File: src/rtl/approx_adder_eval_pipe.sv
// Two-stage approximate adder (exact / zero-low / truncated-carry) with running error statistics.
// Latency 2 cycles; a stalled output freezes both stages, and in_ready = !out_valid || out_ready.
module approx_adder_eval_pipe #(
  parameter int W     = 8,
  parameter int TRUNC = 7,
  parameter int CNT_W = 32,
  parameter int SUM_W = 40
) (
  input  logic             clk,
  input  logic             rst_n,
  input  logic             in_valid,
  output logic             in_ready,
  input  logic [W-1:0]     a,
  input  logic [W-1:0]     b,
  input  logic [1:0]       mode,
  output logic             out_valid,
  input  logic             out_ready,
  output logic [W:0]       sum,
  output logic [W:0]       err,
  input  logic             stat_clear,
  output logic [CNT_W-1:0] stat_samples,
  output logic [CNT_W-1:0] stat_err_cnt,
  output logic [SUM_W-1:0] stat_err_sum,
  output logic [W:0]       stat_err_max
);

  typedef enum logic [1:0] {
    MODE_EXACT = 2'd0,
    MODE_ZLOW  = 2'd1,
    MODE_TRUNC = 2'd2,
    MODE_RSVD  = 2'd3
  } mode_e;

  localparam logic [W:0] KEEP_MASK = ~(((W+1)'(1) << TRUNC) - (W+1)'(1));

  logic             r_s1_vld;
  logic [W-1:0]     r_a;
  logic [W-1:0]     r_b;
  mode_e            r_mode;
  logic             r_s2_vld;
  logic [W:0]       r_sum;
  logic [W:0]       r_err;
  logic [CNT_W-1:0] r_samples;
  logic [CNT_W-1:0] r_err_cnt;
  logic [SUM_W-1:0] r_err_sum;
  logic [W:0]       r_err_max;

  logic             w_en;
  logic             w_out_hs;
  logic [W:0]       w_exact;
  logic [W-1:0]     w_a_hi;
  logic [W-1:0]     w_b_hi;
  logic [W:0]       w_trunc;
  logic [W:0]       w_sum;
  logic [W:0]       w_err;
  logic [SUM_W:0]   w_err_sum_nxt;

  assign w_en     = !r_s2_vld || out_ready;
  assign w_out_hs = r_s2_vld && out_ready;

  assign w_exact = {1'b0, r_a} + {1'b0, r_b};
  assign w_a_hi  = r_a >> TRUNC;
  assign w_b_hi  = r_b >> TRUNC;
  // Kept region summed on its own, so no carry from the dropped low bits.
  assign w_trunc = ({1'b0, w_a_hi} + {1'b0, w_b_hi}) << TRUNC;

  always_comb begin
    w_sum = w_exact;
    case (r_mode)
      MODE_ZLOW:  w_sum = w_exact & KEEP_MASK;
      MODE_TRUNC: w_sum = w_trunc;
      default:    w_sum = w_exact;
    endcase
    w_err = w_exact - w_sum;
  end

  always_ff @(posedge clk or negedge rst_n) begin
    if (!rst_n) begin
      r_s1_vld <= 1'b0;
      r_a      <= '0;
      r_b      <= '0;
      r_mode   <= MODE_EXACT;
      r_s2_vld <= 1'b0;
      r_sum    <= '0;
      r_err    <= '0;
    end else if (w_en) begin
      r_s1_vld <= in_valid;
      if (in_valid) begin
        r_a    <= a;
        r_b    <= b;
        r_mode <= mode_e'(mode);
      end
      r_s2_vld <= r_s1_vld;
      if (r_s1_vld) begin
        r_sum <= w_sum;
        r_err <= w_err;
      end
    end
  end

  // One extra bit catches accumulator overflow for saturation.
  assign w_err_sum_nxt = {1'b0, r_err_sum} + {1'b0, SUM_W'(r_err)};

  always_ff @(posedge clk or negedge rst_n) begin
    if (!rst_n) begin
      r_samples <= '0;
      r_err_cnt <= '0;
      r_err_sum <= '0;
      r_err_max <= '0;
    end else if (stat_clear) begin
      r_samples <= '0;
      r_err_cnt <= '0;
      r_err_sum <= '0;
      r_err_max <= '0;
    end else if (w_out_hs) begin
      if (r_samples != '1) r_samples <= r_samples + CNT_W'(1);
      if ((r_err != '0) && (r_err_cnt != '1)) r_err_cnt <= r_err_cnt + CNT_W'(1);
      r_err_sum <= w_err_sum_nxt[SUM_W] ? '1 : w_err_sum_nxt[SUM_W-1:0];
      if (r_err > r_err_max) r_err_max <= r_err;
    end
  end

  assign in_ready     = w_en;
  assign out_valid    = r_s2_vld;
  assign sum          = r_sum;
  assign err          = r_err;
  assign stat_samples = r_samples;
  assign stat_err_cnt = r_err_cnt;
  assign stat_err_sum = r_err_sum;
  assign stat_err_max = r_err_max;

endmodule

File: config.mk
export PLATFORM = sky130hd
export DESIGN_NAME = approx_adder_eval_pipe
export DESIGN_NICKNAME = d
export VERILOG_FILES = /design/src/rtl/approx_adder_eval_pipe.sv
export SDC_FILE = /design/constraint.sdc
export NUM_CORES = 1
export LEC_CHECK = 0
export CORE_ASPECT_RATIO = 0.5
export CORE_MARGIN = 2
export CORE_UTILIZATION = 54
export DETAILED_ROUTE_END_ITERATION = 6
export PLACE_DENSITY = 0.82
export SYNTH_ARGS = -nofsm -noshare
export SYNTH_HDL_FRONTEND = slang
export SYNTH_SLANG_ARGS = --single-unit
File: constraint.sdc
create_clock -name clk -period 3.1 [get_ports clk]
set_clock_uncertainty 0.2 [all_clocks]
set_input_delay 0.62 -clock clk [delete_from_list [all_inputs] [get_ports clk]]
set_output_delay 0.62 -clock clk [all_outputs]
set_load 0.03 [all_outputs]
==> run metrics <==
flop-to-flop setup slack=100 ps; setup TNS=0 ps; Antenna Nets Post-Route=0; flops & latches, synth=~150; Pleak=4.638 nW; Syn Inst Count=921; Worst-Margin Slew=about 670 ps; # IOs=between 150 and 200; Nets=1140; Mapped Nets=977; initial antenna violation count=0; Longest Clk Path Bufs=2; area delta synth->final=28.78%; Rows=32; Finished Layout Cells=1300; fin. max-slew vios=0; # diodes=0; vias=approximately 8000; Hold Buf Count CTS=0; Mapped Area=just under 0.009 mm2; Root Buffer=clkbuf_16; dpl hpwl=~17000 um; Post-CTS Setup Repair Bufs=0; DR DRC count=0; global-route wire length before repair=40340 um; die area=approximately 0.017 mm2; Setup CP Type=reg -> reg; RR Startpoint=r_a[1]; I/O Buffers=between 150 and 200; setup violation total in the final timing report=0; final critical-path share of the clock period=0.9674; status=finished, violations left; initial core utilization=0.5584; crit-path max FO=3; CTS Sinks=around 150; Fillers=approximately 1100; PwrDens=roughly 600 mW/mm2; crit path time final=about 3000 ps; Crit. End Element=flip-flop; Startpoint Class=flip-flop; initial DRC count=between 600 and 700; TritonCTS clock tree=yes; Hold WS=-4.588 ps; Die Wd=roughly 180 um; EDFF count, synth=0; most common cell after layout, fill and taps aside=clkdlybuf4s50_1; mean number of vias per cell=~6.3; post-synthesis sequential area ratio=0.4333; Synth area leaders=dfrtp_1 (43%), ha_1 (4.4%), nor2_1 (3.6%), nand2_1 (3.2%), xor2_1 (3.2%); Worst slew margin=0.5512; Synth Flop Type=dfrtp_1; GRT overflow=0; H-tree Lvls=4; yosys warns=0; maxcap violations=0; leading area contributor after synthesis=dfrtp_1; aggregate global-route resource usage=0.2936; total power=around 0.0067 W; CP Data Arrival Time=just over 3000 ps; Setup WS pre-CTS=roughly 100 ps; largest net degree at the start of global routing=around 100; clk_lat worst skew=420 ps; drt total wl=~25000 um; CORE AREA=about 0.016 mm2; r2r endpoint=err[8]; CP required=around 3200 ps; vias in the first global route=a little under 8000; Max Freq=0.3334 GHz; commonest cells after routing, fill and taps aside=clkdlybuf4s50_1 (152), dfrtp_1 (151), nor2_1 (83), nand2_1 (75), o21ai_0 (43); final hold viol count=3; Register-to-Register Path Depth=10; Async SR Flop Fraction=1.000; Die Ht=between 90 and 100 um; Max VDD drop=0.0005622 V; Synth Area per Inst=9.468 um2; violated checks=hold timing; top-area cell type share of the netlist area=0.4333; global placer's final weighted congestion=0.9210; layout cell share with drive strength beyond 1=0.1113; drt wl/cell=between 15 and 20 um; Distinct cells, synth=79; final setup margin=just over 100 ps; CTS buffer count=17; min-delay worst type=in -> async; setup repair after global routing missed its margin=false; TritonRoute pass-1 iters=5; dpl cells=around 1300; Clock transition at path regs=roughly 70 ps
cells in the mapped netlist, types with 3 or more instances:
cell / instances
a2111oi_0: 3
a211oi_1: 13
a21o_1: 8
a21oi_1: 33
a221oi_1: 5
a31oi_1: 6
a41oi_1: 3
and2_1: 13
and3_1: 22
and3_2: 3
and4_1: 22
buf_2: 4
clkbuf_1: 35
dfrtp_1: 151
ha_1: 31
inv_1: 33
mux2_2: 19
mux2i_1: 12
nand2_1: 75
nand3_1: 41
nand4_1: 31
nor2_1: 84
nor2b_1: 9
nor3_1: 33
nor3b_1: 3
nor4_1: 12
nor4b_1: 3
o2111ai_1: 10
o211ai_1: 9
o21a_1: 4
o21ai_0: 43
o21bai_1: 3
o221a_2: 4
o31ai_1: 5
o41ai_1: 3
or2_2: 3
or3_1: 13
or4_1: 4
xnor2_1: 24
xor2_1: 32
metrics by stage:
stage,util,cell area [um2]
2_1_floorplan,-,8720
3_3_place_gp,0.6784,10590
3_5_place_dp,0.6784,10590
4_1_cts,0.7162,11180
5_1_grt,0.7192,11230
6_report,0.7192,11230
power by group:
part / leakage (nW) / internal [W] / switching [W]
registers: 2.03 / 0.00217 / 0.000191
logic: 2.33 / 0.000936 / 0.00131
clock network: 0.277 / 0.00121 / 0.000918
total: 4.64 / 0.00431 / 0.00242
timing repair:
action,in CTS,in global routing
endpoints found under the hold margin,0,0
gates resized for setup,0,11
setup endpoints to repair,0,20
worst max path at each step:
stage | start | end | depth (start not counted)
floorplan | err[0] | stat_err_sum[14] | 10
global placement | err[0] | stat_err_sum[33] | 8
detailed placement | err[0] | stat_err_sum[33] | 8
CTS | err[3] | stat_err_sum[35] | 7
global route | r_a[1] | err[8] | 10
finish | r_a[1] | err[8] | 10
cells by family after synthesis:
group                      after synthesis  synth area share
and+or+nand+nor                        383            0.2346
AOI/OAI and AO/OA                      188            0.1511
DFF                                    151            0.4333
buffers and inverters                   79           0.03731
xor gates and xnor gates                56           0.05625
adders and majority gates               33           0.04907
muxes                                   31           0.03831
critical path: stages, from the launching register on:
cell and delay [ps]:
dfrtp_1 400, ha_1 320, a21oi_2 160, o211ai_1 150
or4_4 450, a311o_1 310, ha_1 340, nor2_2 140
nor3_1 70, a22oi_1 210, o21ai_0 120
registers in the layout, indices dropped and copies added (netlist names):
| signal | cells |
|---|---|
| stat_err_max | 9 |
| r_s1_vld | 1 |
| out_valid | 1 |
| r_b | 8 |
| r_mode | 2 |
| r_a | 8 |
| sum | 9 |
| stat_err_sum | 40 |
| err | 9 |
| stat_err_cnt | 32 |
| stat_samples | 32 |
routing by layer:
| metal | track usage | up-vias | routed length, um |
|---|---|---|---|
| met2 | 0.4814 | 393 | 11530 |
| met5 | 0 | - | 0 |
| li1 | - | 3725 | - |
| met3 | 0.05620 | 58 | 1779 |
| met1 | 0.3943 | 3979 | 10720 |
| met4 | 0.1013 | 0 | 509 |
final cells by class:
class / instances / area (um2) / area share
Clock buffer: 17 / 425.4 / 0.03788
Inverter: 34 / 127.6 / 0.01136
Sequential cell: 151 / 3779 / 0.3365
Multi-Input combinational cell: 691 / 4662 / 0.4152
Timing Repair Buffer: 189 / 1815 / 0.1617
Tap cell: 204 / 255.2 / 0.02273
Clock inverter: 14 / 165.2 / 0.01471
Power figures use the tool's default switching activity.
